## src/rtl/correlation_barker_stream_if.sv

```systemverilog
// ---------------------------------------------------------------------------
// correlation_barker_stream_if
//   Bundles the 1-bit input stream and the scored output stream of the
//   correlator into one interface.
//
//   Signals
//     s_tdata   input bit                 (producer -> correlator)
//     s_tvalid  input valid               (producer -> correlator)
//     s_tlast   last bit of frame         (producer -> correlator)
//     s_tready  input ready               (correlator -> producer)
//     m_tdata   score, SCORE_W bits       (correlator -> consumer)
//     m_tuser   detect flag               (correlator -> consumer)
//     m_tlast   frame end for this beat   (correlator -> consumer)
//     m_tvalid  output valid              (correlator -> consumer)
//     m_tready  output ready              (consumer -> correlator)
//
//   Modports
//     slave  : the correlator's view
//     master : the surrounding logic (producer and consumer side)
// ---------------------------------------------------------------------------
interface correlation_barker_stream_if #(
  parameter int SCORE_W = 4
);
  logic               s_tdata;
  logic               s_tvalid;
  logic               s_tlast;
  logic               s_tready;
  logic [SCORE_W-1:0] m_tdata;
  logic               m_tuser;
  logic               m_tlast;
  logic               m_tvalid;
  logic               m_tready;

  modport slave (
    input  s_tdata,
    input  s_tvalid,
    input  s_tlast,
    output s_tready,
    output m_tdata,
    output m_tuser,
    output m_tlast,
    output m_tvalid,
    input  m_tready
  );

  modport master (
    output s_tdata,
    output s_tvalid,
    output s_tlast,
    input  s_tready,
    input  m_tdata,
    input  m_tuser,
    input  m_tlast,
    input  m_tvalid,
    output m_tready
  );
endinterface

```

## src/rtl/correlation_barker_stream.sv

```systemverilog
// ---------------------------------------------------------------------------
// correlation_barker_stream
//   Streaming sliding-window correlator for a 1-bit stream. Every accepted
//   input bit produces one output beat carrying the number of window bits
//   that agree with TARGET_SEQ, plus a detect flag once the window is full
//   and the mismatch count is within MAX_ERR. Windows never span frames:
//   an accepted beat with s_tlast clears the window after it is scored.
//
//   Ports
//     i_clk      clock
//     i_rst_n    synchronous active-low reset
//     bus        correlation_barker_stream_if.slave (input and output streams)
//     o_det_cnt  16-bit saturating detect counter (only with CORR_DET_CNT_EN)
//
//   Build option
//     CORR_DET_CNT_EN  when defined, adds o_det_cnt counting output transfers
//                      that carry a detect flag.
//
//   Timing: single output register, latency 1, full throughput. The only
//   combinational path across the block is m_tready -> s_tready.
// ---------------------------------------------------------------------------
module correlation_barker_stream #(
  parameter int                  SEQ_LEN    = 11,
  parameter logic [SEQ_LEN-1:0]  TARGET_SEQ = 11'b11100010010,
  parameter int                  MAX_ERR    = 0
) (
  input logic                          i_clk,
  input logic                          i_rst_n,
  correlation_barker_stream_if.slave   bus
`ifdef CORR_DET_CNT_EN
  ,
  output logic [15:0]                  o_det_cnt
`endif
);

  localparam int SCORE_W = $clog2(SEQ_LEN + 1);
  localparam logic [SCORE_W-1:0] SEQ_LEN_W = SCORE_W'(SEQ_LEN);
  localparam logic [SCORE_W-1:0] MAX_ERR_W = SCORE_W'(MAX_ERR);

  logic [SEQ_LEN-1:0] win_q,      win_d;
  logic [SCORE_W-1:0] fill_q,     fill_d;
  logic [SCORE_W-1:0] m_tdata_q,  m_tdata_d;
  logic               m_tuser_q,  m_tuser_d;
  logic               m_tlast_q,  m_tlast_d;
  logic               m_tvalid_q, m_tvalid_d;

  logic               s_tready;
  logic               accept;
  logic [SEQ_LEN-1:0] win_shift;
  logic [SEQ_LEN-1:0] diff;
  logic [SCORE_W-1:0] fill_inc;
  logic [SCORE_W-1:0] mism;
  logic [SCORE_W-1:0] score;
  logic               detect;

  // Ready is held low during reset so nothing is accepted on a reset edge.
  assign s_tready = i_rst_n && (!m_tvalid_q || bus.m_tready);
  assign accept   = bus.s_tvalid && s_tready;

  // Newest bit enters at bit 0; bit SEQ_LEN-1 holds the oldest bit.
  assign win_shift = {win_q[SEQ_LEN-2:0], bus.s_tdata};
  assign diff      = win_shift ^ TARGET_SEQ;
  assign fill_inc  = (fill_q == SEQ_LEN_W) ? fill_q : fill_q + SCORE_W'(1);

  always_comb begin
    mism = '0;
    for (int i = 0; i < SEQ_LEN; i++) begin
      mism = mism + SCORE_W'(diff[i]);
    end
  end

  assign score  = SEQ_LEN_W - mism;
  // The fill gate suppresses detects on the first SEQ_LEN-1 beats of a frame,
  // where the zero-padded window could otherwise match a pattern with few ones.
  assign detect = (fill_inc == SEQ_LEN_W) && (mism <= MAX_ERR_W);

  always_comb begin
    win_d      = win_q;
    fill_d     = fill_q;
    m_tdata_d  = m_tdata_q;
    m_tuser_d  = m_tuser_q;
    m_tlast_d  = m_tlast_q;
    m_tvalid_d = m_tvalid_q;

    if (accept) begin
      m_tdata_d  = score;
      m_tuser_d  = detect;
      m_tlast_d  = bus.s_tlast;
      m_tvalid_d = 1'b1;
      if (bus.s_tlast) begin
        // The last beat is scored with the full window above; only the
        // stored state restarts for the next frame.
        win_d  = '0;
        fill_d = '0;
      end else begin
        win_d  = win_shift;
        fill_d = fill_inc;
      end
    end else if (bus.m_tready) begin
      m_tvalid_d = 1'b0;
    end
  end

  always_ff @(posedge i_clk) begin
    if (!i_rst_n) begin
      win_q      <= '0;
      fill_q     <= '0;
      m_tdata_q  <= '0;
      m_tuser_q  <= 1'b0;
      m_tlast_q  <= 1'b0;
      m_tvalid_q <= 1'b0;
    end else begin
      win_q      <= win_d;
      fill_q     <= fill_d;
      m_tdata_q  <= m_tdata_d;
      m_tuser_q  <= m_tuser_d;
      m_tlast_q  <= m_tlast_d;
      m_tvalid_q <= m_tvalid_d;
    end
  end

  assign bus.s_tready = s_tready;
  assign bus.m_tdata  = m_tdata_q;
  assign bus.m_tuser  = m_tuser_q;
  assign bus.m_tlast  = m_tlast_q;
  assign bus.m_tvalid = m_tvalid_q;

`ifdef CORR_DET_CNT_EN
  logic [15:0] det_cnt_q, det_cnt_d;

  always_comb begin
    det_cnt_d = det_cnt_q;
    if (m_tvalid_q && bus.m_tready && m_tuser_q && (det_cnt_q != 16'hFFFF)) begin
      det_cnt_d = det_cnt_q + 16'd1;
    end
  end

  always_ff @(posedge i_clk) begin
    if (!i_rst_n) begin
      det_cnt_q <= '0;
    end else begin
      det_cnt_q <= det_cnt_d;
    end
  end

  assign o_det_cnt = det_cnt_q;
`endif

endmodule

```

## src/flat_wrapper.sv

```systemverilog
// flat-port wrapper written by rule: the top's interface ports become plain ports
module correlation_barker_stream_flat 
#(
  parameter int                  SEQ_LEN    = 11,
  parameter logic [SEQ_LEN-1:0]  TARGET_SEQ = 11'b11100010010,
  parameter int                  MAX_ERR    = 0
)
  (i_clk, i_rst_n, bus_s_tdata, bus_s_tvalid, bus_s_tlast, bus_s_tready, bus_m_tdata, bus_m_tuser, bus_m_tlast, bus_m_tvalid, bus_m_tready);
  correlation_barker_stream_if #(.SCORE_W(4)) bus_i ();
  input logic i_clk;
  input logic i_rst_n;
  input wire logic [$bits(bus_i.s_tdata)-1:0] bus_s_tdata;
  input wire logic [$bits(bus_i.s_tvalid)-1:0] bus_s_tvalid;
  input wire logic [$bits(bus_i.s_tlast)-1:0] bus_s_tlast;
  output wire logic [$bits(bus_i.s_tready)-1:0] bus_s_tready;
  output wire logic [$bits(bus_i.m_tdata)-1:0] bus_m_tdata;
  output wire logic [$bits(bus_i.m_tuser)-1:0] bus_m_tuser;
  output wire logic [$bits(bus_i.m_tlast)-1:0] bus_m_tlast;
  output wire logic [$bits(bus_i.m_tvalid)-1:0] bus_m_tvalid;
  input wire logic [$bits(bus_i.m_tready)-1:0] bus_m_tready;
  assign bus_i.s_tdata = bus_s_tdata;
  assign bus_i.s_tvalid = bus_s_tvalid;
  assign bus_i.s_tlast = bus_s_tlast;
  assign bus_s_tready = bus_i.s_tready;
  assign bus_m_tdata = bus_i.m_tdata;
  assign bus_m_tuser = bus_i.m_tuser;
  assign bus_m_tlast = bus_i.m_tlast;
  assign bus_m_tvalid = bus_i.m_tvalid;
  assign bus_i.m_tready = bus_m_tready;
  correlation_barker_stream #(.SEQ_LEN(SEQ_LEN), .TARGET_SEQ(TARGET_SEQ), .MAX_ERR(MAX_ERR)) u_core (.i_clk(i_clk), .i_rst_n(i_rst_n), .bus(bus_i));
endmodule
```

## config.mk

```make
export PLATFORM = sky130hd
export DESIGN_NAME = correlation_barker_stream_flat
export DESIGN_NICKNAME = d
export VERILOG_FILES = /design/src/rtl/correlation_barker_stream_if.sv /design/src/rtl/correlation_barker_stream.sv /design/src/flat_wrapper.sv
export SDC_FILE = /design/constraint.sdc
export NUM_CORES = 1
export LEC_CHECK = 0
export ABC_AREA = 1
export CAP_MARGIN = 20
export CORE_ASPECT_RATIO = 1.1
export CORE_MARGIN = 2
export CORE_UTILIZATION = 30
export DETAILED_ROUTE_END_ITERATION = 6
export PLACE_DENSITY = 0.5
export SYNTH_ARGS = -nofsm -noshare
export SYNTH_HDL_FRONTEND = slang
export SYNTH_SLANG_ARGS = --single-unit
```

## constraint.sdc

```tcl
create_clock -name i_clk -period 15.45 [get_ports i_clk]
set_input_delay 4.635 -clock i_clk [delete_from_list [all_inputs] [get_ports i_clk]]
set_output_delay 4.635 -clock i_clk [all_outputs]
set_load 0.03 [all_outputs]
```

-- Word-level counts from Yosys, hierarchy flattened
Index checks and enable logic that the tools add are counted.
- word-level logic and storage cells: 33
- input bits: 6
- output and inout bits: 8
- register bits after elaboration: 21
- bitwise logic cells: 1
- $add $sub $neg: 12
- reductions and logical operators: 6
- multiplexer cells: 5
- equality and inequality tests: 2
- magnitude comparators: 1
- operators with widths (cell ; number):
    $add A4 B1 Y4 ; 8
    $mux W10 ; 1
    $eq A4 B4 Y1 const B ; 2
    $mux W4 ; 2
    $not A5 Y5 ; 1
    $add A4 B1 Y4 const B ; 1
    $le A4 B1 Y1 const B ; 1
    $sub A4 B4 Y4 const A ; 1
    $add A2 B1 Y3 ; 1
    $logic_and A1 B1 Y1 ; 3
    $add A1 B1 Y2 ; 1
    $mux W1 ; 2
    $reduce_bool A2 Y1 ; 1
    $logic_not A1 Y1 ; 1
    $logic_or A1 B1 Y1 ; 1

-- Depth between registers and ports, before layout
Gate-level depths: netlist of run 1.
- word-level depth: 13
- gate-level depth with buffers: 18
- mapped depth without buffers: 18

-- Worst setup path after synthesis of run 1
OpenSTA, ideal clock, no wires.
- kind: in2out
- start: input i_rst_n
- end: output bus_s_tready
- setup slack: 5.533 ns
- cell stages on the path: 3
- data arrival time: 5.282 ns
- data required time: 10.815 ns
- buffers on the path: 1
- cells stage by stage: inv_2 buf_2 nor2_1
- cells in the longest elaborated chain, start to end: 1
- ends and longest elaborated chain (what ; line ; text):
    from (decl) ; flat_wrapper.sv:11 ; input logic i_rst_n;
    $logic_and A1 B1 Y1 ; correlation_barker_stream.sv:57 ; assign s_tready = i_rst_n && (!m_tvalid_q || bus.m_tready);
    to (decl) ; flat_wrapper.sv:15 ; output wire logic [$bits(bus_i.s_tready)-1:0] bus_s_tready;
No other way between the ends.

-- Worst setup path after layout of run 1
Ends and elaborated chain as after synthesis.

==> results of run 1 <==
## worst reg2reg max path, stage by stage (launching register included)
cell	delay, ps
dfxtp_1	350
inv_1	60
fa_1	470
fa_1	510
inv_1	40
fa_1	440
fa_1	490
inv_1	50
fa_1	400
fa_1	400
xor2_1	210
ha_1	170
inv_1	40
nor2_1	110
nand3_1	90
nor2_1	90
nand3_1	80
a21oi_1	110
## registers in the layout, summed over array words and instances, names as in the netlist
| name | count |
|---|---|
| u_core.win_q | 10 |
| u_core.bus.m_tdata | 4 |
| u_core.bus.m_tvalid | 1 |
| u_core.fill_q | 4 |
| u_core.bus.m_tlast | 1 |
| u_core.bus.m_tuser | 1 |
## final cells by class
cell class,instances,area (um2)
fill,376,2330
multi-input combinational,99,624
sequential,21,420
timing repair buffer,13,130
inverter,27,101
tap,50,62.6
clock buffer,4,45.0
## worst paths after layout
path	startpoint	endpoint	slack [ps]	depth (start not counted)
hold reg to reg	u_core.bus.m_tuser	u_core.bus.m_tuser	470	2
setup reg to reg	u_core.win_q[0]	u_core.bus.m_tuser	11290	17
setup / recovery	i_rst_n	bus_s_tready	4500	4
hold / removal	u_core.bus.m_tuser	u_core.bus.m_tuser	470	2
## kinds of logic (layout without fill, tap and decap cells)
kind of cell | count (synthesis) | in the layout | share of synthesized area (%)
AND/OR/NAND/NOR | 60 | 60 | 22.7
AO/OA/AOI/OAI | 25 | 25 | 11.3
adder cells (fa/ha/maj) | 13 | 13 | 18.3
flip-flops | 21 | 21 | 35.7
XOR/XNOR | 1 | 1 | 0.743
buffers and inverters | 31 | 44 | 11.4
## through the flow
stage	total power, W	cells	area, um2	hold WS, ps	setup slack (ps)
final	0.000109	214	1380	467	4500
after global routing	0.000116	214	1380	496	4400
after CTS	0.000112	214	1380	469	4490
after detailed placement	0.0000741	210	1340	456	4490
after global placement	0.0000739	210	1340	449	4510
after floorplan	0.0000682	151	1180	444	5530
## synth_stat cells
cell     count
fa_1         7
nand3_1      6
ha_1         6
xor2_1       1
a21oi_2      2
o21ai_0      4
inv_1       26
nand2_1     41
a21oi_1     19
dfxtp_1     21
inv_2        1
nor2_2       1
buf_6        2
nor2_1       7
nor2_4       1
nand3_4      1
nor3_2       1
buf_2        2
nand4_1      2
## where the power goes
group / switching, W / internal, W
sequential: 0.000000793 / 0.0000555
combinational: 0.00000981 / 0.00000643
clock: 0.0000186 / 0.0000184
total: 0.0000292 / 0.0000803
## routing by layer
layer / track usage, % / share of wire, %
met1: 13.7 / 46
met2: 18.0 / 50
met3: 3.08 / 3.6
met4: 2.90 / 0.56
met5: 0 / 0
==> impl_metrics.env, run 1 <==
export IMPL_max_vdd_ir_drop_mv=0.0456
export IMPL_die_h_um=69.7
export IMPL_drt_pass1_iter_count=4
export IMPL_grt_max_degree=23
export IMPL_critical_path_max_stage_delay_ps=670
export IMPL_max_freq_ghz=0.0913
export IMPL_timing_final_crit_period_ps=10950
export IMPL_type_of_the_worst_min_delay_path="reg -> reg"
export IMPL_post_cts_resized=0
export IMPL_post_syn_instances=151
export IMPL_syn_area_mm2=0.00118
export IMPL_via_count_of_the_first_global_routing_pass=875
export IMPL_num_nets_final=184
export IMPL_run_status="complete, no violations"
export IMPL_timing_final_setup_violations=0
export IMPL_totalNegativeSetupSlack_ps=0
export IMPL_max_slew_headroom_at_the_worst_pin_pct=77.9
export IMPL_route_detailed_vias_per_inst=4.36
export IMPL_cell_taking_the_most_area_after_synthesis="dfxtp_1"
export IMPL_count_of_nets_left_with_antenna_violations_after_detail_routing=0
export IMPL_yosys_warnings=0
export IMPL_arrival_ps=6310
export IMPL_worstSetupEndpointType="output pin"
export IMPL_layout_area_overhead_vs_synth_pct=17.4
export IMPL_dieWidth_um=63.8
export IMPL_gr_usage_all_layers_pct=10.8
export IMPL_core_region_area_mm2=0.00371
export IMPL_cp_common_cell="clkdlybuf4s50_1"
export IMPL_setup_repair_after_global_routing_missed_its_margin="no"
export IMPL_drv_slew=0
export IMPL_wl_per_cell_um=10.1
export IMPL_grt_first_pass_wirelength_um=3840
export IMPL_worst_slew_pin_slew_ps=331
export IMPL_cts_sink_count=21
export IMPL_critical_path_top_delay_family="buffers and inverters"
export IMPL_path_cells="clkdlybuf4s50_1 -> inv_2 -> nor2_1 -> clkdlybuf4s50_1"
export IMPL_cts_htree_levels=1
export IMPL_design_portCount=14
export IMPL_insertedDiodeCount=0
export IMPL_cts_path_max_buffers=2
export IMPL_number_of_buffers_inserted_during_clock_tree_synthesis=3
export IMPL_worstSetupPathType="in -> out"
export IMPL_critical_path_buf_inv_count=3
export IMPL_critical_path_source_type="input pin"
export IMPL_final_common_cell="nand2_1"
export IMPL_clk_pin_slew_ps=80
export IMPL_total_leakage_power_nw=0.548
export IMPL_crit_required_ps=10820
export IMPL_worst_path_max_fanout=18
export IMPL_final_layout_size_suffix_gt1_share_pct=6.10
export IMPL_power_per_cell_area_mw_per_mm2=79.1
export IMPL_ys_top_cells_by_area="dfxtp_1 (36%), nand2_1 (13%), fa_1 (12%), inv_1 (8.3%), a21oi_1 (8.1%)"
export IMPL_std_cell_rows=23
export IMPL_worst_clock_skew_ps=8.52
export IMPL_seq_area_frac_synth_pct=35.7
export IMPL_clock_latency_ps=260
export IMPL_port_buffers=13
export IMPL_grt_antenna_before_repair=0
export IMPL_wl_um=2160
export IMPL_synth_top_area_share_pct=35.7
export IMPL_cts_root_buf="clkbuf_8"
export IMPL_drt_drc_violations_left=0
export IMPL_report_final_hold_viol_count=0
export IMPL_clock_tree_from_tritoncts="built"
export IMPL_final_weighted_congestion_in_routability_driven_placement=0.841
export IMPL_utilization_pct=37.3
export IMPL_start_util_pct=31.7
export IMPL_globalRouteOverflowTotal=0
export IMPL_die_area_mm2=0.00445
export IMPL_avgSynthCellArea_um2=7.81
export IMPL_detailedRoute_firstIterationViolations=50
export IMPL_cap_violations=0
export IMPL_synth_lib_cells_used_distinct=19
export IMPL_period_share_pct=70.9
export IMPL_synth_seq_cells=21
export IMPL_hold_buffers=0
export IMPL_post_dp_hpwl_um=1610
export IMPL_layout_common_cells="nand2_1 (41), inv_1 (26), dfxtp_1 (21), a21oi_1 (19), clkdlybuf4s50_1 (13)"
export IMPL_critical_path_slowest_cell="clkdlybuf4s50_1"
export IMPL_route_vias_total=932
export IMPL_net_count_synth=170
export IMPL_cts_repair_timing_setup_buffer_count=0
No activity file was read; power rests on OpenSTA's default activity.
==> run 2: changes to the inputs <==
==> constraint.sdc (replaced) <==
create_clock -name i_clk -period 10.9 [get_ports i_clk]
set_input_delay 3.27 -clock i_clk [delete_from_list [all_inputs] [get_ports i_clk]]
set_output_delay 3.27 -clock i_clk [all_outputs]
set_load 0.03 [all_outputs]
==> run 2 against run 1 <==
Effect of this change: setup slack lost 1800 ps; global-route usage up 0.14 points; first-iteration DRC count grew 20%; sequential cell count is the same; non-clock buffer count unchanged; register-to-register slack lost 4600 ps; clock skew is 3.9 ps lower; total power rose by 41%.
==> impl_metrics.env, run 2 (same netlist as run 1, synthesis figures left out) <==
export IMPL_run_status="complete, no violations"
export IMPL_power_per_cell_area_mw_per_mm2=112
export IMPL_type_of_the_worst_min_delay_path="reg -> reg"
export IMPL_clk_pin_slew_ps=80
export IMPL_worstSetupPathType="in -> out"
export IMPL_dieWidth_um=63.8
export IMPL_crit_required_ps=7630
export IMPL_clock_tree_from_tritoncts="built"
export IMPL_total_leakage_power_nw=0.548
export IMPL_critical_path_max_stage_delay_ps=670
export IMPL_via_count_of_the_first_global_routing_pass=879
export IMPL_insertedDiodeCount=0
export IMPL_globalRouteOverflowTotal=0
export IMPL_design_portCount=14
export IMPL_layout_area_overhead_vs_synth_pct=17.4
export IMPL_dpl_cell_area_mm2=0.00134
export IMPL_max_slew_headroom_at_the_worst_pin_pct=76.1
export IMPL_max_vdd_ir_drop_mv=0.0457
export IMPL_cts_path_max_buffers=2
export IMPL_critical_path_slowest_cell="clkdlybuf4s50_1"
export IMPL_layout_common_cells="nand2_1 (41), inv_1 (26), dfxtp_1 (21), a21oi_1 (19), clkdlybuf4s50_1 (13)"
export IMPL_final_common_cell="nand2_1"
export IMPL_critical_path_buf_inv_count=3
export IMPL_cp_common_cell="clkdlybuf4s50_1"
export IMPL_fill_cells=391
export IMPL_drv_slew=0
export IMPL_period_share_pct=75.5
export IMPL_num_nets_final=184
export IMPL_grt_max_degree=23
export IMPL_arrival_ps=4960
export IMPL_timing_final_setup_violations=0
export IMPL_cts_root_buf="clkbuf_8"
export IMPL_cts_sink_count=21
export IMPL_setup_repair_after_global_routing_missed_its_margin="no"
export IMPL_largest_register_ffs=10
export IMPL_route_vias_total=941
export IMPL_critical_path_top_delay_family="buffers and inverters"
export IMPL_count_of_nets_left_with_antenna_violations_after_detail_routing=0
export IMPL_gr_usage_all_layers_pct=11.0
export IMPL_detailedRoute_firstIterationViolations=60
export IMPL_die_h_um=69.7
export IMPL_critical_path_source_type="input pin"
export IMPL_grt_first_pass_wirelength_um=3890
export IMPL_drt_pass1_iter_count=4
export IMPL_route_detailed_vias_per_inst=4.40
export IMPL_clock_latency_ps=260
export IMPL_worst_slew_pin_slew_ps=358
export IMPL_start_util_pct=31.7
export IMPL_post_cts_resized=0
export IMPL_post_route_cell_area_mm2=0.00138
export IMPL_totalNegativeSetupSlack_ps=0
export IMPL_final_layout_size_suffix_gt1_share_pct=6.10
export IMPL_cts_repair_timing_setup_buffer_count=0
export IMPL_hold_buffers=0
export IMPL_worst_path_max_fanout=18
export IMPL_wl_um=2180
export IMPL_core_region_area_mm2=0.00371
export IMPL_std_cell_rows=23
export IMPL_worstSetupEndpointType="output pin"
export IMPL_post_dp_hpwl_um=1620
export IMPL_wl_per_cell_um=10.2
export IMPL_final_weighted_congestion_in_routability_driven_placement=0.804
export IMPL_number_of_buffers_inserted_during_clock_tree_synthesis=3
export IMPL_cts_htree_levels=1
export IMPL_drt_drc_violations_left=0
export IMPL_largest_register="u_core.win_q"
export IMPL_worst_clock_skew_ps=4.63
export IMPL_grt_antenna_before_repair=0
export IMPL_cap_violations=0
export IMPL_report_final_hold_viol_count=0
export IMPL_timing_final_crit_period_ps=8230
export IMPL_die_area_mm2=0.00445
export IMPL_max_freq_ghz=0.122
export IMPL_port_buffers=13
export IMPL_path_cells="clkdlybuf4s50_1 -> inv_2 -> nor2_1 -> clkdlybuf4s50_1"
run 2: cell counts in the layout (fill, tap and decap cells not counted):
Identical to the previous run, type by type.
run 2: power breakdown:
group,switching [W],internal (W),leakage (nW)
combinational,0.0000140,0.00000915,0.355
sequential,0.00000112,0.0000786,0.170
clock,0.0000256,0.0000260,0.0228
total,0.0000407,0.000114,0.548
run 2: cell type report:
class                           instances  area [um2]  area share [%]
Sequential cell                        21         420            30.4
Inverter                               27         101            7.32
Multi-Input combinational cell         99         624            45.1
Clock buffer                            4        45.0            3.25
Timing Repair Buffer                   13         130            9.40
Tap cell                               50        62.6            4.52
run 2: final timing paths:
check	depth (start not counted)	slack, ps	startpoint	end
worst max-delay path	4	2670	i_rst_n	bus_s_tready
worst min-delay path	2	470	u_core.bus.m_tuser	u_core.bus.m_tuser
worst max register to register	17	6720	u_core.win_q[0]	u_core.bus.m_tuser
worst min register to register	2	470	u_core.bus.m_tuser	u_core.bus.m_tuser
run 2: metrics by stage:
step / worst slack [ps] / utilization (%) / cells / hold slack, ps / power (W)
2_1_floorplan: 3710 / - / 151 / 444 / 0.0000967
6_report: 2670 / 37.3 / 214 / 467 / 0.000154
5_1_grt: 2580 / 37.3 / 214 / 491 / 0.000162
3_3_place_gp: 2690 / 36.1 / 210 / 449 / 0.000105
3_5_place_dp: 2640 / 36.1 / 210 / 459 / 0.000105
4_1_cts: 2650 / 37.3 / 214 / 472 / 0.000158
run 2: worst reg2reg max path, stage by stage, from the launching register on:
cell,delay (ps)
dfxtp_1,350
inv_1,60
fa_1,470
fa_1,520
inv_1,50
fa_1,450
fa_1,500
inv_1,50
fa_1,400
fa_1,390
xor2_1,210
ha_1,180
inv_1,40
nor2_1,100
nand3_1,90
nor2_1,90
nand3_1,80
a21oi_1,110
run 2: per-layer routing:
layer / wire length [um] / up-vias / global-route usage, %
met5: 0 / - / 0
li1: - / 491 / -
met2: 1080 / 15 / 19.5
met4: 19 / 0 / 2.90
met1: 1010 / 433 / 12.6
met3: 76 / 2 / 3.41
==> run 3: changes to the inputs <==
==> constraint.sdc (replaced) <==
create_clock -name i_clk -period 8.4 [get_ports i_clk]
set_input_delay 2.52 -clock i_clk [delete_from_list [all_inputs] [get_ports i_clk]]
set_output_delay 2.52 -clock i_clk [all_outputs]
set_load 0.03 [all_outputs]
==> run 3 against run 2 <==
Effect of this change: total power up 28%; sequential share of layout area did not move; cell count unchanged; largest power group unchanged; global-route usage down 0.35 points; critical path type unchanged; clock power grew 25%; design area stayed put; non-clock buffer count unchanged; core utilization unchanged; setup slack got worse by 980 ps; die area is the same; sequential power increased by 29%.
==> impl_metrics.env, run 3 (same netlist as run 1, synthesis figures left out) <==
export IMPL_clock_tree_from_tritoncts="built"
export IMPL_core_region_area_mm2=0.00371
export IMPL_run_status="complete, no violations"
export IMPL_worstSetupEndpointType="output pin"
export IMPL_regToRegSetupSlack_ps=4200
export IMPL_totalNegativeSetupSlack_ps=0
export IMPL_critical_path_source_type="input pin"
export IMPL_final_layout_size_suffix_gt1_share_pct=6.10
export IMPL_type_of_the_worst_min_delay_path="reg -> reg"
export IMPL_grt_antenna_before_repair=0
export IMPL_route_vias_total=942
export IMPL_fill_cells=393
export IMPL_max_slew_headroom_at_the_worst_pin_pct=78.0
export IMPL_report_final_hold_viol_count=0
export IMPL_max_vdd_ir_drop_mv=0.108
export IMPL_critical_path_slowest_cell="clkdlybuf4s50_1"
export IMPL_cp_common_cell="clkdlybuf4s50_1"
export IMPL_grt_max_degree=23
export IMPL_grt_first_pass_wirelength_um=3890
export IMPL_number_of_buffers_inserted_during_clock_tree_synthesis=3
export IMPL_critical_path_max_stage_delay_ps=670
export IMPL_multi_input_gate_area_in_the_final_layout_um2=624
export IMPL_drt_pass1_iter_count=4
export IMPL_worst_slew_pin_slew_ps=329
export IMPL_timing_final_crit_period_ps=6700
export IMPL_cap_violations=0
export IMPL_largest_register="u_core.win_q"
export IMPL_drv_slew=0
export IMPL_wl_per_cell_um=9.63
export IMPL_worst_path_max_fanout=18
export IMPL_crit_required_ps=5880
export IMPL_layout_common_cells="nand2_1 (41), inv_1 (26), dfxtp_1 (21), a21oi_1 (19), clkdlybuf4s50_1 (13)"
export IMPL_cts_repair_timing_setup_buffer_count=0
export IMPL_post_dp_hpwl_um=1590
export IMPL_post_cts_resized=0
export IMPL_drt_drc_violations_left=0
export IMPL_route_detailed_vias_per_inst=4.40
export IMPL_largest_register_ffs=10
export IMPL_period_share_pct=79.8
export IMPL_clk_pin_slew_ps=70
export IMPL_hold_buffers=0
export IMPL_insertedDiodeCount=0
export IMPL_timing_final_setup_violations=0
export IMPL_cts_root_buf="clkbuf_8"
export IMPL_setup_repair_after_global_routing_missed_its_margin="no"
export IMPL_arrival_ps=4180
export IMPL_critical_path_buf_inv_count=3
export IMPL_dpl_cell_area_mm2=0.00134
export IMPL_std_cell_rows=23
export IMPL_combined_flip_flop_and_latch_cell_area_um2=420
export IMPL_final_weighted_congestion_in_routability_driven_placement=0.759
export IMPL_num_nets_final=184
export IMPL_cts_sink_count=21
export IMPL_wl_um=2060
export IMPL_final_common_cell="nand2_1"
export IMPL_port_buffers=13
export IMPL_die_h_um=69.7
export IMPL_clock_latency_ps=250
export IMPL_die_area_mm2=0.00445
export IMPL_via_count_of_the_first_global_routing_pass=931
export IMPL_path_cells="clkdlybuf4s50_1 -> inv_2 -> nor2_1 -> clkdlybuf4s50_1"
export IMPL_start_util_pct=31.7
export IMPL_worst_clock_skew_ps=1.11
export IMPL_critical_path_top_delay_family="buffers and inverters"
export IMPL_detailedRoute_firstIterationViolations=48
export IMPL_total_leakage_power_nw=0.548
export IMPL_layout_area_overhead_vs_synth_pct=17.4
export IMPL_post_route_cell_area_mm2=0.00138
export IMPL_power_per_cell_area_mw_per_mm2=143
export IMPL_design_portCount=14
export IMPL_worstSetupPathType="in -> out"
export IMPL_cts_path_max_buffers=2
export IMPL_count_of_nets_left_with_antenna_violations_after_detail_routing=0
export IMPL_gr_usage_all_layers_pct=10.6
export IMPL_max_freq_ghz=0.149
export IMPL_cts_htree_levels=1
export IMPL_fin_total_pwr_w=0.000198
export IMPL_globalRouteOverflowTotal=0
export IMPL_dieWidth_um=63.8
## run 3: cell counts in the layout (fill, tap and decap cells not counted)
No cell type changed its count.
## run 3: cell type report
class	instances	area share [%]
clock buffers	4	3.25
inverters	27	7.32
multi-input cells	99	45.1
flip-flops and latches	21	30.4
well taps	50	4.52
repair buffers	13	9.40
## run 3: stage by stage
| stage | hold WS (ps) | std cells | utilization [%] | setup WS [ps] |
|---|---|---|---|---|
| 2_1_floorplan | 444 | 151 | - | 2260 |
| 3_3_place_gp | 451 | 210 | 36.1 | 1590 |
| 3_5_place_dp | 460 | 210 | 36.1 | 1530 |
| 4_1_cts | 472 | 214 | 37.3 | 1670 |
| 5_1_grt | 493 | 214 | 37.3 | 1560 |
| 6_report | 469 | 214 | 37.3 | 1700 |
## run 3: where the power goes
group	switching (W)	leakage, nW	internal, W	total [W]
Sequential	0.00000147	0.170	0.000102	0.000103
Clock	0.0000308	0.0228	0.0000337	0.0000645
Combinational	0.0000178	0.355	0.0000118	0.0000296
## run 3: worst paths after layout
kind / from / end / depth (start not counted)
max: i_rst_n / bus_s_tready / 4
min reg2reg: u_core.bus.m_tdata[0] / u_core.bus.m_tdata[0] / 2
min: u_core.bus.m_tdata[0] / u_core.bus.m_tdata[0] / 2
max reg2reg: u_core.win_q[0] / u_core.bus.m_tuser / 17
## run 3: layer usage
layer	share of wire, %	global-route usage, %
met5	0	0
met4	0.58	2.66
met1	45	13.0
met3	4.4	3.08
met2	50	18.1
## run 3: worst reg2reg max path: stages (launching register included)
cell	delay, ps
dfxtp_1	350
inv_1	60
fa_1	460
fa_1	510
inv_1	50
fa_1	450
fa_1	490
inv_1	50
fa_1	400
fa_1	400
xor2_1	230
ha_1	190
inv_1	40
nor2_1	110
nand3_1	90
nor2_1	90
nand3_1	80
a21oi_1	110
